**src/rtl/decode_stage.sv**
```systemverilog
// Decode stage of the RV32I-subset pipeline: register file with write-back bypass,
// instruction decode, immediate generation and load-use / control hazard detection.
module decode_stage (
  input  logic        clk,
  input  logic        reset,
  input  logic [31:0] instrD,
  input  logic [31:0] pcD,
  input  logic [31:0] pcPlus4D,
  input  logic        regWriteW,
  input  logic [4:0]  rdW,
  input  logic [31:0] resultW,
  input  logic [1:0]  resultSrcE,
  input  logic [4:0]  rdE,
  input  logic        pcSrcE,
  output logic [31:0] pcOutD,
  output logic [31:0] pcPlus4OutD,
  output logic [31:0] rd1D,
  output logic [31:0] rd2D,
  output logic [4:0]  rs1AddrD,
  output logic [4:0]  rs2AddrD,
  output logic [4:0]  rdAddrD,
  output logic [31:0] immExtD,
  output logic        regWriteD,
  output logic        memWriteD,
  output logic        jumpD,
  output logic        branchD,
  output logic        aluSrcD,
  output logic [1:0]  resultSrcD,
  output logic [2:0]  aluControlD,
  output logic        stallF,
  output logic        stallD,
  output logic        flushD,
  output logic        flushE
);

  typedef enum logic [2:0] {IMM_NONE, IMM_I, IMM_S, IMM_B, IMM_J} imm_src_t;

  localparam logic [6:0] OP_LW   = 7'b0000011;
  localparam logic [6:0] OP_SW   = 7'b0100011;
  localparam logic [6:0] OP_R    = 7'b0110011;
  localparam logic [6:0] OP_IALU = 7'b0010011;
  localparam logic [6:0] OP_BEQ  = 7'b1100011;
  localparam logic [6:0] OP_JAL  = 7'b1101111;

  logic [31:0] r_regs [32];
  logic [6:0]  w_opcode;
  logic [2:0]  w_funct3;
  logic        w_bypass1;
  logic        w_bypass2;
  logic        w_lw_stall;
  imm_src_t    w_imm_src;
  logic [2:0]  w_alu_op;
  logic        w_alu_legal;

  assign w_opcode    = instrD[6:0];
  assign w_funct3    = instrD[14:12];
  assign rs1AddrD    = instrD[19:15];
  assign rs2AddrD    = instrD[24:20];
  assign rdAddrD     = instrD[11:7];
  assign pcOutD      = pcD;
  assign pcPlus4OutD = pcPlus4D;

  // Asynchronous clear of the whole file; x0 is never written so it stays 0.
  always_ff @(posedge clk or posedge reset) begin
    if (reset) begin
      for (int k = 0; k < 32; k++) r_regs[k] <= '0;
    end else if (regWriteW && rdW != 5'd0) begin
      r_regs[rdW] <= resultW;
    end
  end

  assign w_bypass1 = regWriteW && (rdW != 5'd0) && (rdW == rs1AddrD);
  assign w_bypass2 = regWriteW && (rdW != 5'd0) && (rdW == rs2AddrD);

  assign rd1D = (reset || rs1AddrD == 5'd0) ? 32'd0 : (w_bypass1 ? resultW : r_regs[rs1AddrD]);
  assign rd2D = (reset || rs2AddrD == 5'd0) ? 32'd0 : (w_bypass2 ? resultW : r_regs[rs2AddrD]);

  // funct3 -> ALU op for R-type and I-ALU; instrD[30] selects sub only for R-type.
  always_comb begin
    w_alu_op    = 3'b000;
    w_alu_legal = 1'b1;
    case (w_funct3)
      3'b000:  w_alu_op = (w_opcode == OP_R && instrD[30]) ? 3'b001 : 3'b000;
      3'b010:  w_alu_op = 3'b101;
      3'b110:  w_alu_op = 3'b011;
      3'b111:  w_alu_op = 3'b010;
      default: w_alu_legal = 1'b0;
    endcase
  end

  always_comb begin
    regWriteD   = 1'b0;
    memWriteD   = 1'b0;
    jumpD       = 1'b0;
    branchD     = 1'b0;
    aluSrcD     = 1'b0;
    resultSrcD  = 2'b00;
    aluControlD = 3'b000;
    w_imm_src   = IMM_NONE;
    case (w_opcode)
      OP_LW: begin
        regWriteD  = 1'b1;
        aluSrcD    = 1'b1;
        resultSrcD = 2'b01;
        w_imm_src  = IMM_I;
      end
      OP_SW: begin
        memWriteD = 1'b1;
        aluSrcD   = 1'b1;
        w_imm_src = IMM_S;
      end
      OP_R: begin
        if (w_alu_legal) begin
          regWriteD   = 1'b1;
          aluControlD = w_alu_op;
        end
      end
      OP_IALU: begin
        if (w_alu_legal) begin
          regWriteD   = 1'b1;
          aluSrcD     = 1'b1;
          aluControlD = w_alu_op;
          w_imm_src   = IMM_I;
        end
      end
      OP_BEQ: begin
        branchD     = 1'b1;
        aluControlD = 3'b001;
        w_imm_src   = IMM_B;
      end
      OP_JAL: begin
        regWriteD  = 1'b1;
        jumpD      = 1'b1;
        resultSrcD = 2'b10;
        w_imm_src  = IMM_J;
      end
      default: ;
    endcase
  end

  always_comb begin
    immExtD = 32'd0;
    case (w_imm_src)
      IMM_I:   immExtD = {{20{instrD[31]}}, instrD[31:20]};
      IMM_S:   immExtD = {{20{instrD[31]}}, instrD[31:25], instrD[11:7]};
      IMM_B:   immExtD = {{20{instrD[31]}}, instrD[7], instrD[30:25], instrD[11:8], 1'b0};
      IMM_J:   immExtD = {{12{instrD[31]}}, instrD[19:12], instrD[20], instrD[30:21], 1'b0};
      default: immExtD = 32'd0;
    endcase
  end

  // Raw rs2 field is compared even for formats that do not read rs2 (conservative).
  assign w_lw_stall = (resultSrcE == 2'b01) && (rdE != 5'd0) &&
                      ((rdE == rs1AddrD) || (rdE == rs2AddrD));

  assign stallF = w_lw_stall;
  assign stallD = w_lw_stall;
  assign flushD = pcSrcE;
  assign flushE = w_lw_stall | pcSrcE;

endmodule

```
**config.mk**
```make
export PLATFORM = sky130hd
export DESIGN_NAME = decode_stage
export DESIGN_NICKNAME = d
export VERILOG_FILES = /design/src/rtl/decode_stage.sv
export SDC_FILE = /design/constraint.sdc
export NUM_CORES = 2
export LEC_CHECK = 0
export CORE_MARGIN = 8
export CORE_UTILIZATION = 60
export DETAILED_ROUTE_END_ITERATION = 12
export GPL_TIMING_DRIVEN = 0
export PLACE_DENSITY = 0.8
export SLEW_MARGIN = 20
export SYNTH_ARGS = -nofsm -noshare
export SYNTH_HDL_FRONTEND = slang
export SYNTH_SLANG_ARGS = --single-unit
```
**constraint.sdc**
```tcl
create_clock -name clk -period 84.3 [get_ports clk]
set_clock_uncertainty 0.1 [all_clocks]
set_input_delay 25.29 -clock clk [delete_from_list [all_inputs] [get_ports clk]]
set_output_delay 25.29 -clock clk [all_outputs]
set_load 0.05 [all_outputs]
```
* After elaboration in Yosys (flattened, before gate mapping)
Cells that the tools add are included.
Word-level totals: logic and storage cells 105, input bits 144, flip-flop bits (word level) 1024
Operators by class: eq/ne operators 18, magnitude comparators 4, mux-type cells 28, bitwise logic cells 4, reductions and logical operators 19
Operators with widths (count):
- 1024-bit bitwise mux | 1
- 32-bit binary-select mux with 5-bit select | 2
- 32-bit 2-to-1 mux | 9
- 32-bit demux with 5-bit select | 1
- 32-bit case mux with 4 select lines | 1
- 5-bit == test | 4
- 6-bit >= comparator (second input constant) | 3
- 5-bit inverter with 6-bit output | 3
- 3-bit case mux with 5 select lines | 1
- 7-bit by 6-bit == test with 1-bit output (second input constant) | 2
- 7-bit == test (second input constant) | 2
- 3-bit case mux with 4 select lines | 1
- 5-bit logical NOT | 2
- 5-bit nonzero test | 2
- 3-bit by 2-bit == test with 1-bit output (second input constant) | 3
- 3-bit == test (second input constant) | 3
- 7-bit by 2-bit == test with 1-bit output (second input constant) | 1
- 7-bit by 5-bit == test with 1-bit output (second input constant) | 1
- 1-bit logical AND | 7
- 1-bit 2-to-1 mux | 7
- 6-bit by 1-bit less-than comparator with 1-bit output (second input constant) | 1
- 3-bit case mux with 2 select lines | 1
- 2-bit OR reduction | 3
- 1-bit case mux with 2 select lines | 2
- 8 further kinds | 10

* Logic depth before layout (Yosys ltp)
depth in word-level cells 7, depth in mapped cells 9, mapped depth without buffers 5

* Least setup slack after synthesis
No wires, ideal clock.
path type input port to output port, start input reset, end output rd2D[30], required time 58.910 ns, path buffers 1, arrival time 50.146 ns, setup slack 8.764 ns, stages on the path 6, path through inv_1 o21ai_0 nor4_1 buf_2 nand2_1 o21ai_1
On the way: word-level cells in the longest chain between the ends 2
Ends and longest elaborated chain:
- start: declaration | line 5 | input logic reset,
- 1-bit logical OR | line 76 | assign rd2D = (reset || rs2AddrD == 5'd0) ? 32'd0 : (w_bypass2 ? resultW : r_regs[rs2AddrD]);
- 32-bit 2-to-1 mux | line 76
- end: declaration | line 18 | output logic [31:0] rd2D,
No other way between the ends.

* Worst setup path in the final report
start input instrD[15], end output rd1D[19]
On the way: word-level cells in the longest chain between the ends 6, elaborated cells on any way between the ends 10, those cells by class eq/ne (1); mux (5); bitwise (1); reduce/logical (3)
Ends and longest elaborated chain:
- start: declaration | line 6 | input logic [31:0] instrD,
- 5-bit inverter with 6-bit output (implied by the code) | line 75 | assign rd1D = (reset || rs1AddrD == 5'd0) ? 32'd0 : (w_bypass1 ? resultW : r_regs[rs1AddrD]);
- 32-bit binary-select mux with 5-bit select | line 75
- 32-bit 2-to-1 mux (implied by the code) (2 in series) | line 75
- 32-bit 2-to-1 mux | line 75
- 32-bit 2-to-1 mux (*) | line 75
- end: declaration | line 17 | output logic [31:0] rd1D,
Every way passes the cells marked *; elsewhere a longest branch is shown, timed or not. The select of a mux whose other input is x is not followed.

==> impl_summary.md <==
Logic synthesis
The number of instances in the synthesized netlist is 3,738. The share of synthesized area in the top cell type comes to 0.461. The total of warnings raised by yosys is 0. The most common flop cell mapped by yosys is sky130_fd_sc_hd__dfrtp_1. The net count of the mapped netlist is 3,882. The flip-flop and latch count after synthesis is 1,024. In the synthesized netlist the async set-or-reset flop fraction comes to 1.00.

For this run, the register share of the synthesized area comes to 0.461. The number of enable-type register cells in the synthesized netlist is 0. Counting instances in the post-synthesis netlist gives the leading cell types as 1,024 x sky130_fd_sc_hd__dfrtp_1, 989 x sky130_fd_sc_hd__mux2_2, 511 x sky130_fd_sc_hd__mux4_2. The number of unique standard cell types used by synthesis is 50. The mean post-synth cell area is 14.9 sq um. sky130_fd_sc_hd__dfrtp_1 is the most common cell in the netlist. Yosys attributes the largest share of cell area to sky130_fd_sc_hd__dfrtp_1 46%, sky130_fd_sc_hd__mux4_2 21%, sky130_fd_sc_hd__mux2_2 20%. Summing every instance area after synthesis gives 55,600 sq um. The synthesized design spends more area on one cell type than any other, namely sky130_fd_sc_hd__dfrtp_1.

Critical path
The biggest cell delay along the critical path is 910 ps. The critical path is of the input port to primary output type. Along the worst path, the maximum fanout reaches 10.

The launching element of the worst setup path is instrD[15]. The kind of launch point of the worst setup path is an input port. The data required time of the critical path is 58,910 ps. For the worst setup path, the data arrival time is 29,900 ps. STA classifies the critical path endpoint as a primary output.

Walking the worst path, the cells encountered are buf_2, buf_4, buf_2, nor4_1, nor2_1, clkbuf_1, o21ai_0, nor2_1, clkdlybuf4s50_1. The last element of the critical path is rd1D[19]. On the critical path, the stage with the largest delay is an instance of sky130_fd_sc_hd__clkdlybuf4s50_1. The origin of the critical flop-to-flop path is r_regs[633]. For the worst flop-to-flop path, the logic depth is 1. The register-to-register setup slack is 83,370 ps. In this run the critical register-to-register path is captured at r_regs[633].

Floorplan
333 I/O pins were placed. The die extent in y is 320 microns. The die covers 103,000 sq um. The area of the core is 91,800 sq um.

Measured along the x axis, the die boundary spans 320 microns. The cell row count is 111. The initial core utilization is 0.605.

Timing
Derived from the worst setup path, the maximum achievable clock frequency is 0.0181 GHz. The worst path meets setup with 29,010 ps of slack. The final-report setup violation count is 0. In the final timing run, aggregate negative setup slack is 0 ps. The slew at the pin closest to its max-slew limit is 1370 ps. In the finished design, the share of the clock period the worst path needs comes to 0.656. The number of slew-limit violations in the final report is 0. The headroom to the max-slew limit is 0.0862. The worst path in the final design needs a cycle of 55,300 ps, including I/O delays and setup.

Setup repair after global routing left no endpoint under its margin. The hold violation count in the final report was 0.

Global route
The global-route wire length before repair is 282 mm. For this run, the total global-route usage over all layers was measured as 0.378. The initial antenna violation count is 4. The maximum number of pins on one net before global-route repair is 107. For this run, global-route usage on met2 was measured as 0.555. In the global route stage, met3 resource usage came out at 0.168. The number of global-route vias before repair is 40,500.

After global routing, the most crowded layer is met2. The global route total overflow is 0. For met1 alone, demand over resource in global routing was 0.463.

Placed design
The congestion estimate from routability-driven global placement came to 0.989. The count of buffers added on input and output ports is 258. Prior to clock tree synthesis, the placed netlist has a worst setup slack of 29,380 ps. The estimated wirelength of the detail-placed design is 133 mm.

Routing
The first routing iteration left 5,562 violations. The count of antenna-violating nets left after detailed routing is 0. Summed over all layers, the routed wires come to 196 mm. For this run, design rule violations remaining after detail routing come to 0.

After detailed routing, the number of vias per cell comes to 7.27. Dividing the detail-routed wire length by the instance count gives 35.9 microns. The first-pass iteration count of the detailed router is 6. The via count is 39,600.

Clock tree
TritonCTS built the clock tree. The cell at the root of the clock tree is sky130_fd_sc_hd__clkbuf_16. The clock latency on the worst-skew pair is 710 ps. After clock tree synthesis, the flow added hold-fix buffers numbering 0.

The H-tree was split into 3 levels. The maximum number of buffers from clock root to sink is 3. Post-CTS repair changed the size of 0 cells. The number of buffers created by CTS is 106. The tree built by TritonCTS fans out to 1,024 sinks. The number of buffers inserted to repair setup after CTS is 0. The register clock-pin slew on the reported worst setup and hold paths is 60 ps.

Worst hold path
Counting instances, the worst hold path has a depth of 1. The tightest min-delay check is of the flip-flop to flip-flop type.

Layout
The largest registers in the layout are r_regs: 1024 flops. The signed area change from the synthesized netlist to the final layout is 14.7%. The number of fill cells is 6,099.

The register with the most flip-flops in the layout has 1,024 of them. Of the cells placed in the final design, the portion with a size suffix greater than 1 is 0.469. After the last flow step, the layout net total stands at 4,259. Counting flops per register, the top entry is r_regs.

Pwr
The cell leakage power is 27.7 nW. Power spread over the standard cell area amounts to 23.4 nW/um^2. The worst IR drop on VDD is 0.0000180 V.

Job
The tool flagged a number of max-cap violations equal to 0.

Run status
The flow ran to the end, and the final reports show no timing, DRC or antenna violations.
## critical path: cells and delay by family
kind	cells	cell delay, ps
AND/OR/NAND/NOR	3	1430
buffers and inverters	5	2900
AO/OA/AOI/OAI	1	230
## where the power goes
group / total (W) / internal, W / switching [W]
Sequential: 0.000655 / 0.000584 / 0.0000704
Combinational: 0.000335 / 0.000186 / 0.000149
Clock: 0.000501 / 0.000292 / 0.000209
## layer usage
layer	vias up	share of wire	wire, microns
met3	850	0.14	28000
met4	10	0.069	13600
met2	3078	0.44	85900
met1	20600	0.35	68000
met5	-	0.0016	321
li1	15100	-	-
## cell usage in the layout (no fill, tap or decap), types with 13 or more instances in the layout
cell type                         instances
sky130_fd_sc_hd__dfrtp_1               1024
sky130_fd_sc_hd__clkbuf_16              106
sky130_fd_sc_hd__clkbuf_8                27
sky130_fd_sc_hd__nand2_1                 32
sky130_fd_sc_hd__xnor2_1                 13
sky130_fd_sc_hd__buf_1                   78
sky130_fd_sc_hd__nor3_1                  40
sky130_fd_sc_hd__clkinv_2                16
sky130_fd_sc_hd__nor2_1                  88
sky130_fd_sc_hd__a22oi_1                 32
sky130_fd_sc_hd__mux4_2                 511
sky130_fd_sc_hd__o22ai_1                156
sky130_fd_sc_hd__clkdlybuf4s50_1        258
sky130_fd_sc_hd__mux2i_1                161
sky130_fd_sc_hd__a22o_1                  35
sky130_fd_sc_hd__clkbuf_1               181
sky130_fd_sc_hd__mux2_2                 989
sky130_fd_sc_hd__clkbuf_2                23
sky130_fd_sc_hd__buf_2                  158
sky130_fd_sc_hd__o21ai_0                 38
sky130_fd_sc_hd__buf_4                   96
## kinds of logic (layout without fill, tap and decap cells)
kind of cell	count (synthesis)	in the layout	share of synthesized area
xor gates and xnor gates	20	20	0.00315
other	0	12	0
buffers and inverters	521	981	0.0450
AOI/OAI and AO/OA	292	292	0.0348
muxes	1665	1665	0.437
DFF	1024	1024	0.461
and+or+nand+nor	216	216	0.0187
## area by class of cell
| class | count | area (sq um) | share of cell area |
|---|---|---|---|
| Antenna cell | 12 | 30.0 | 0.000471 |
| Buffer | 514 | 2510 | 0.0394 |
| Clock buffer | 154 | 3100 | 0.0487 |
| Clock inverter | 37 | 544 | 0.00854 |
| Inverter | 7 | 33.8 | 0.000530 |
| Multi-Input combinational cell | 2193 | 27500 | 0.431 |
| Sequential cell | 1024 | 25600 | 0.402 |
| Tap cell | 1243 | 1560 | 0.0244 |
| Timing Repair Buffer | 269 | 2870 | 0.0450 |
## through the flow
stage                     power [W]  cells  hold WS [ps]  instance area, sq um  utilization
after global placement     0.000970   5239           352                 59700        0.650
after detailed placement   0.000985   5250           365                 60000        0.654
after CTS                   0.00148   5441           382                 63700        0.694
final                       0.00149   5453           377                 63700        0.694
after global routing        0.00153   5441           401                 63700        0.694
after floorplan            0.000890   3738           341                 55600            -
## worst min path at each step
stage	start	end	slack, ps
after floorplan	r_regs[1000]	r_regs[1000]	340
after global placement	r_regs[993]	r_regs[993]	350
after detailed placement	r_regs[997]	r_regs[997]	360
after CTS	r_regs[993]	r_regs[993]	380
after global routing	r_regs[999]	r_regs[999]	400
final	r_regs[999]	r_regs[999]	380
No activity file was read; power rests on OpenSTA's default activity.
